### src/rtl/pipeline_ctrl_pkg.sv
// Shared types and constants for the pipeline latch sequencer.
package pipeline_ctrl_pkg;

  // Controller states: normal flow, waiting on dcache, halted until reset.
  typedef enum logic [1:0] {
    RUN    = 2'd0,
    DWAIT  = 2'd1,
    HALTED = 2'd2
  } ctrl_state_t;

  // Default number of DWAIT cycles tolerated before flagging a dmem error.
  localparam int unsigned DWAIT_TIMEOUT = 1024;

  // Width of the DWAIT cycle counter; holds counts up to DWAIT_TIMEOUT-1.
  localparam int unsigned WAIT_W = 10;

endpackage

### src/rtl/pipeline_ctrl.sv
// Pipeline latch sequencer: en/flush for IF/ID, ID/EX, EX/MEM, MEM/WB and PC,
// with dmem wait tracking, sticky halt/timeout flags and saturating perf counters.
module pipeline_ctrl
  import pipeline_ctrl_pkg::*;
#(
  parameter int unsigned CNT_W   = 32,
  parameter int unsigned TIMEOUT = DWAIT_TIMEOUT
) (
  input  logic             CLK,
  input  logic             nRST,
  input  logic             ihit,
  input  logic             dhit,
  input  logic             exmem_dREN,
  input  logic             exmem_dWEN,
  input  logic             mem_redirect,
  input  logic             idex_dREN,
  input  logic [4:0]       idex_rd,
  input  logic [4:0]       ifid_rs1,
  input  logic [4:0]       ifid_rs2,
  input  logic             memwb_halt,
  output logic             pc_en,
  output logic             ifid_en,
  output logic             ifid_flush,
  output logic             idex_en,
  output logic             idex_flush,
  output logic             exmem_en,
  output logic             exmem_flush,
  output logic             memwb_en,
  output logic             memwb_flush,
  output logic             halt,
  output logic             dmem_err,
  output logic [CNT_W-1:0] stall_cnt,
  output logic [CNT_W-1:0] flush_cnt
);

  ctrl_state_t       state_q, state_d;
  logic              dmem_err_q, dmem_err_d;
  logic [WAIT_W-1:0] wait_cnt_q, wait_cnt_d;
  logic [CNT_W-1:0]  stall_cnt_q, stall_cnt_d;
  logic [CNT_W-1:0]  flush_cnt_q, flush_cnt_d;

  logic load_use;
  logic dmem_pend;
  logic halting;
  logic redirect_take;

  // Load-use hazard: load in ID/EX writes a register the IF/ID instruction reads.
  always_comb begin
    load_use = 1'b0;
    if (idex_dREN && (idex_rd != 5'd0) &&
        ((idex_rd == ifid_rs1) || (idex_rd == ifid_rs2))) begin
      load_use = 1'b1;
    end
  end

  assign dmem_pend = exmem_dREN | exmem_dWEN;
  assign halting   = (state_q == HALTED) | memwb_halt;

  // Next state and Mealy latch controls, highest-priority condition first.
  always_comb begin
    state_d       = RUN;
    pc_en         = 1'b1;
    ifid_en       = 1'b1;
    ifid_flush    = 1'b0;
    idex_en       = 1'b1;
    idex_flush    = 1'b0;
    exmem_en      = 1'b1;
    exmem_flush   = 1'b0;
    memwb_en      = 1'b1;
    memwb_flush   = 1'b0;
    halt          = 1'b0;
    redirect_take = 1'b0;
    if (halting) begin
      pc_en    = 1'b0;
      ifid_en  = 1'b0;
      idex_en  = 1'b0;
      exmem_en = 1'b0;
      memwb_en = 1'b0;
      halt     = 1'b1;
      state_d  = HALTED;
    end else if (dmem_pend) begin
      // Freeze the front of the pipe; MEM/WB takes a bubble until the hit.
      pc_en    = 1'b0;
      ifid_en  = 1'b0;
      idex_en  = 1'b0;
      exmem_en = 1'b0;
      if (!dhit) begin
        memwb_flush = 1'b1;
        state_d     = DWAIT;
      end
    end else if (mem_redirect) begin
      ifid_flush    = 1'b1;
      idex_flush    = 1'b1;
      exmem_flush   = 1'b1;
      redirect_take = 1'b1;
    end else if (load_use) begin
      pc_en      = 1'b0;
      ifid_en    = 1'b0;
      idex_flush = 1'b1;
    end else if (!ihit) begin
      pc_en      = 1'b0;
      ifid_flush = 1'b1;
    end
  end

  // Wait counter, sticky timeout flag and saturating perf counters.
  always_comb begin
    wait_cnt_d  = '0;
    dmem_err_d  = dmem_err_q;
    stall_cnt_d = stall_cnt_q;
    flush_cnt_d = flush_cnt_q;
    if ((state_q == DWAIT) && (state_d == DWAIT) && (wait_cnt_q != '1)) begin
      wait_cnt_d = wait_cnt_q + WAIT_W'(1);
    end else if ((state_q == DWAIT) && (state_d == DWAIT)) begin
      wait_cnt_d = wait_cnt_q;
    end
    if ((state_q == DWAIT) && !halting && (wait_cnt_q == WAIT_W'(TIMEOUT - 1))) begin
      dmem_err_d = 1'b1;
    end
    if (!halting && !pc_en && (stall_cnt_q != '1)) begin
      stall_cnt_d = stall_cnt_q + CNT_W'(1);
    end
    if (redirect_take && (flush_cnt_q != '1)) begin
      flush_cnt_d = flush_cnt_q + CNT_W'(1);
    end
  end

  // State and counter registers.
  always_ff @(posedge CLK or negedge nRST) begin
    if (!nRST) begin
      state_q     <= RUN;
      dmem_err_q  <= 1'b0;
      wait_cnt_q  <= '0;
      stall_cnt_q <= '0;
      flush_cnt_q <= '0;
    end else begin
      state_q     <= state_d;
      dmem_err_q  <= dmem_err_d;
      wait_cnt_q  <= wait_cnt_d;
      stall_cnt_q <= stall_cnt_d;
      flush_cnt_q <= flush_cnt_d;
    end
  end

  assign dmem_err  = dmem_err_q;
  assign stall_cnt = stall_cnt_q;
  assign flush_cnt = flush_cnt_q;

endmodule
### config.mk
export PLATFORM = sky130hd
export DESIGN_NAME = pipeline_ctrl
export DESIGN_NICKNAME = d
export VERILOG_FILES = /design/src/rtl/pipeline_ctrl_pkg.sv /design/src/rtl/pipeline_ctrl.sv
export SDC_FILE = /design/constraint.sdc
export NUM_CORES = 1
export LEC_CHECK = 0
export CORE_ASPECT_RATIO = 0.75
export CORE_UTILIZATION = 49
export CTS_CLUSTER_DIAMETER = 150
export CTS_CLUSTER_SIZE = 14
export DETAILED_ROUTE_END_ITERATION = 10
export PLACE_DENSITY = 0.8
export SETUP_SLACK_MARGIN = 0.02
export SLEW_MARGIN = 30
export SYNTH_ARGS = -nofsm -noshare
export SYNTH_HDL_FRONTEND = slang
export SYNTH_SLANG_ARGS = --single-unit
### constraint.sdc
create_clock -name CLK -period 2.53 [get_ports CLK]
set_input_delay 0.506 -clock CLK [delete_from_list [all_inputs] [get_ports CLK]]
set_output_delay 0.506 -clock CLK [all_outputs]
set_load 0.05 [all_outputs]
==> flow_summary.toml, run 1 <==
[status]
outcome = "finished, final reports clean"

[cells_and_area]
layout-drive-gt1-share = 0.169
syn2layout_area_growth_pct = 43.5
finalNetCount = 519

[drt]
avgRoutedWirePerCell_um = 15.4
detail_route.first_pass.iterations = 4
drtAntennaViolNets = 0
finalWirelength_mm = 9.22
drc = 0
met2RoutedLength_mm = 4.46
vias = 3178
met3_length_um = 382
highest_layer = "met4"
viasPerCell = 5.31
drtIter0Drc = 97
wirelength_met1_mm = 4.24

[synthesis]
yosys-top-cells-area = "dfrtp_1, xnor2_1, nand3_1"
synth-seq-cells = 77
yosysWarnings = 0
synth.most_common_cell = "dfrtp_1"
synth_top_flop_cell = "dfrtp_1"
syn-cell-area_um2 = 3790
synth_commonest_cells = "dfrtp_1, xnor2_1, nand3_1"
synth_nets = 389
async_flop_share = 1.00
yosysTopAreaCell = "dfrtp_1"
syn_area_per_cell_um2 = 10.5
synth-seq-area-share = 0.509
ys_types = 43
synth_cells = 362
synth_top_area_share = 0.509
synth-edff-count = 0

[sta]
tns_ps = 0
skew_ps = 8.42
worst_pin_slew_ps = 637
hold_viol_final = 0
post-route-min-period_ps = 2470
fin_worst_hold_slack_ps = 106
period_share = 0.976
slew_viol_final = 0
setup_viol = 0
rsz0062_at_grt = "yes"
maxSlewHeadroom = 0.572
max_freq_ghz = 0.405

[pwr]
clkPwrFrac = 0.369
p_sw_uw = 648
internal-power_uw = 1820
p_per_area_nw_per_um2 = 454
power_frac_seq = 0.520
switching_share = 0.263
max-vdd-ir-drop_uv = 401
power.leakage_uw = 0.00239
power_frac_comb = 0.111

[grt]
grt_pass1_vias = 3156
grt_pass1_wl_mm = 15.5
grtUsageTotal = 0.244
grt_start_max_net_pins = 38
antenna_found_initial = 1
gr-total-overflow = 0

[clock_network]
clock_latency_ps = 340
cts_tree = "done"
cts_made_buffers = 9
htreeDepth = 3
clkSinkCount = 77
clockBufferDepth = 2
ctsHoldBuffers = 0
clk_pin_slew_ps = 80
cts-root-buf = "clkbuf_8"

[setup_path]
endpoint_kind = "output port"
critPathMaxFanout = 3
cp.required_ps = 2020
critical_path_class = "in2out"
start_kind = "input pin"
cp.arrival_ps = 1960
r2r_cells = 7

[hold_path]
hp-class = "in2async"

[die]
num_rows = 27
start_util = 0.512
dieWidth_um = 104
coreArea_um2 = 7400
die_height_um = 78.2
die-area_um2 = 8090
ios = 99

[run]
max_cap_viol_count = 0

[place]
port_buffers = 98
gp_congestion = 0.795
dp_hpwl_mm = 6.83
[power by group through the flow]
stage | combinational (uW) | clock (uW) | sequential (uW)
after floorplan | 47.6 | 0 | 1390
after global placement | 267 | 0 | 1310
after detailed placement | 272 | 0 | 1310
after CTS | 278 | 931 | 1280
after global routing | 293 | 1000 | 1290
final | 273 | 911 | 1280
[cells by family (layout without fill, tap and decap cells)]
group | after synthesis | after routing | synth area share
flip-flops | 77 | 77 | 0.509
XOR/XNOR | 75 | 75 | 0.173
multiplexers | 3 | 3 | 0.00859
buffers and inverters | 18 | 153 | 0.0195
AO/OA/AOI/OAI | 18 | 18 | 0.0304
adder cells (fa/ha/maj) | 3 | 3 | 0.00991
AND/OR/NAND/NOR | 168 | 168 | 0.250
other | 0 | 1 | 0
[final cells by class]
class | instances | area (um^2)
antenna | 1 | 2.50
clock buffer | 10 | 128
clock inverter | 6 | 63.8
fill | 530 | 1960
inverter | 10 | 41.3
multi-input combinational | 267 | 1870
sequential | 77 | 1930
tap | 101 | 126
timing repair buffer | 127 | 1270
[final timing paths]
kind                               start       endpoint  slack [ps]
max                          ifid_rs1[1]        ifid_en          60
min                                 nRST     state_q[0]         110
max reg2reg                flush_cnt[10]  flush_cnt[17]         240
min reg2reg                flush_cnt[31]  flush_cnt[31]         490
max in group asynchronous           nRST   flush_cnt[7]        1800
min in group CLK           flush_cnt[31]  flush_cnt[31]         490
[layout by cell type, fill, tap and decap left out, drive strengths merged, types with 2 or more instances in the layout]
cell           instances
clkbuf                11
or3                    3
nand2                 25
and2b                  2
or2                    3
nand3                 33
nor2b                  2
xnor2                 60
nor3                   9
dlygate4sd2            5
and4                   8
clkinv                 3
buf                   43
clkdlybuf4s50         72
dfrtp                 77
nor4                   4
inv                    9
mux2                   2
o21ai                  3
nor2                  28
nand4b                 2
a21oi                  7
clkinvlp               3
and3                  15
a211oi                 2
nand4                 24
dlymetal6s2s           6
ha                     3
xor2                  15
and2                   6
[metrics by stage]
stage               power (uW)   util  instances  cell area [um^2]  worst slack (ps)
finish                    2470  0.735        599              5440              59.8
CTS                       2490  0.731        597              5410              15.1
global placement          1570  0.702        580              5190              -320
floorplan                 1430      -        362              3850             -41.1
detailed placement        1580  0.702        580              5190              -449
global route              2580  0.735        599              5440              2.23
[sequential cells by signal (all words and copies together), names as in the netlist]
name and flops:
dmem_err 1, flush_cnt 32, stall_cnt 32, state_q 2, wait_cnt_q 10
[critical path, cell delays in order]
cell and delay [ps]:
clkdlybuf4s50_1 470, xnor2_1 120, nand2_1 90, o22ai_2 150
nor2b_4 180, a21bo_4 180, clkinvlp_4 110, buf_12 150
[layer usage]
metal,vias up,track usage
li1,1520,-
met1,1564,0.325
met2,84,0.393
met3,10,0.0706
met4,0,0.0652
met5,-,0
[what timing repair did]
action | CTS | global route
pin swaps | 9 | 14
buffers inserted | 2 | 1
hold endpoints to repair | 0 | 0
cloned | 0 | 0
resized for setup | 27 | 11
endpoints found under the setup margin | 6 | 23
No activity file was read; power rests on OpenSTA's default activity.
==> run 2: changes to the inputs <==
PLACE_DENSITY = 0.91   (was 0.8)
==> flow_summary.toml, run 2 (same netlist as run 1, synthesis figures left out) <==
[pwr]
clkPwrFrac = 0.367
power_frac_comb = 0.110
power_uw = 2450
power_frac_seq = 0.523
internal-power_uw = 1810
power.leakage_uw = 0.00235
p_sw_uw = 638
max-vdd-ir-drop_uv = 368
p_per_area_nw_per_um2 = 453
switching_share = 0.260

[place]
gp_congestion = 0.850
port_buffers = 98
placedInstanceArea_um2 = 5160
dp.cells = 576
dp_hpwl_mm = 6.97

[die]
dieWidth_um = 104
coreArea_um2 = 7400
die-area_um2 = 8090
num_rows = 27
ios = 99
start_util = 0.512
die_height_um = 78.2

[clock_network]
cts-root-buf = "clkbuf_8"
htreeDepth = 3
clkSinkCount = 77
cts_tree = "done"
clock_latency_ps = 350
cts_made_buffers = 9
clk_pin_slew_ps = 80
ctsHoldBuffers = 0
clockBufferDepth = 2

[setup_path]
cp.required_ps = 2020
start_kind = "input pin"
cp.arrival_ps = 1970
critPathMaxFanout = 3
critical_path_class = "in2out"
endpoint_kind = "output port"

[sta]
setup_viol = 0
max_freq_ghz = 0.403
skew_ps = 6.99
maxSlewHeadroom = 0.576
hold_viol_final = 0
post-route-min-period_ps = 2480
slew_viol_final = 0
period_share = 0.980
worst_pin_slew_ps = 630
rsz0062_at_grt = "yes"

[drt]
drc = 0
viasPerCell = 5.45
avgRoutedWirePerCell_um = 15.8
finalWirelength_mm = 9.38
vias = 3240
drtIter0Drc = 132
drtAntennaViolNets = 0
detail_route.first_pass.iterations = 4

[cells_and_area]
fin_util = 0.731
finalNetCount = 516
stdcell_area_um2 = 5410
n_fill_cell = 502
layout-drive-gt1-share = 0.166
syn2layout_area_growth_pct = 42.8
antenna_cells = 0
mostFrequentLayoutCell = "dfrtp_1"
fin_cells = 595
final_cell_mix = "dfrtp_1, clkdlybuf4s50_1, xnor2_1"

[grt]
grtUsageTotal = 0.246
grt_start_max_net_pins = 40
grt_pass1_wl_mm = 15.7
grt_pass1_vias = 3299
gr-total-overflow = 0
antenna_found_initial = 0

[status]
outcome = "finished, final reports clean"

[run]
max_cap_viol_count = 0

[hold_path]
hp-class = "in2async"
[run 2: per-stage QoR]
| step | hold WS, ps | TNS (ps) | setup slack, ps |
|---|---|---|---|
| final | 128 | 0 | 51.4 |
| after global routing | 143 | -23.4 | -23.4 |
| after CTS | 129 | 0 | 24.5 |
| after detailed placement | 465 | -11980 | -400 |
| after global placement | 461 | -8190 | -330 |
| after floorplan | 210 | -59.3 | -41.1 |
[run 2: routing by layer]
layer | up-vias | track usage | routed length [um]
li1 | 1516 | - | -
met1 | 1586 | 0.309 | 4050
met2 | 120 | 0.413 | 4660
met3 | 18 | 0.0656 | 533
met4 | 0 | 0.0855 | 135
met5 | - | 0 | 0
[run 2: critical path: stages]
cell,delay [ps]
clkdlybuf4s50_1,470
xnor2_1,120
nand2_1,90
o22ai_2,150
nor2b_4,190
a21bo_4,180
clkinvlp_4,110
buf_12,150
[run 2: final cells by class]
cell class / count / area [um^2] / share of cell area
sequential: 77 / 1930 / 0.356
clock inverter: 6 / 63.8 / 0.0118
timing repair buffer: 124 / 1250 / 0.231
tap: 101 / 126 / 0.0234
inverter: 10 / 41.3 / 0.00763
clock buffer: 10 / 128 / 0.0236
multi-input combinational: 267 / 1880 / 0.347
[run 2: repair_timing]
item | CTS | global route
setup endpoints to repair | 6 | 16
setup buffers | 4 | 0
pin swaps | 14 | 9
gates resized for setup | 32 | 9
cloned | 0 | 0
[run 2: path summary, 6_finish.rpt]
check	slack, ps	to	startpoint	cells past startpoint
worst min register to register	480	wait_cnt_q[8]	wait_cnt_q[8]	1
min in group CLK	480	wait_cnt_q[8]	wait_cnt_q[8]	1
worst min-delay path	130	wait_cnt_q[1]	nRST	1
worst max-delay path	50	ifid_en	ifid_rs1[1]	8
worst max register to register	170	flush_cnt[17]	flush_cnt[10]	7
max in group asynchronous	1730	flush_cnt[2]	nRST	2
[run 2: power groups by stage]
| stage | Clock [uW] | Sequential [uW] | Combinational, uW |
|---|---|---|---|
| floorplan | 0 | 1390 | 47.6 |
| global placement | 0 | 1310 | 264 |
| detailed placement | 0 | 1310 | 269 |
| CTS | 924 | 1280 | 272 |
| global route | 982 | 1290 | 290 |
| finish | 899 | 1280 | 270 |
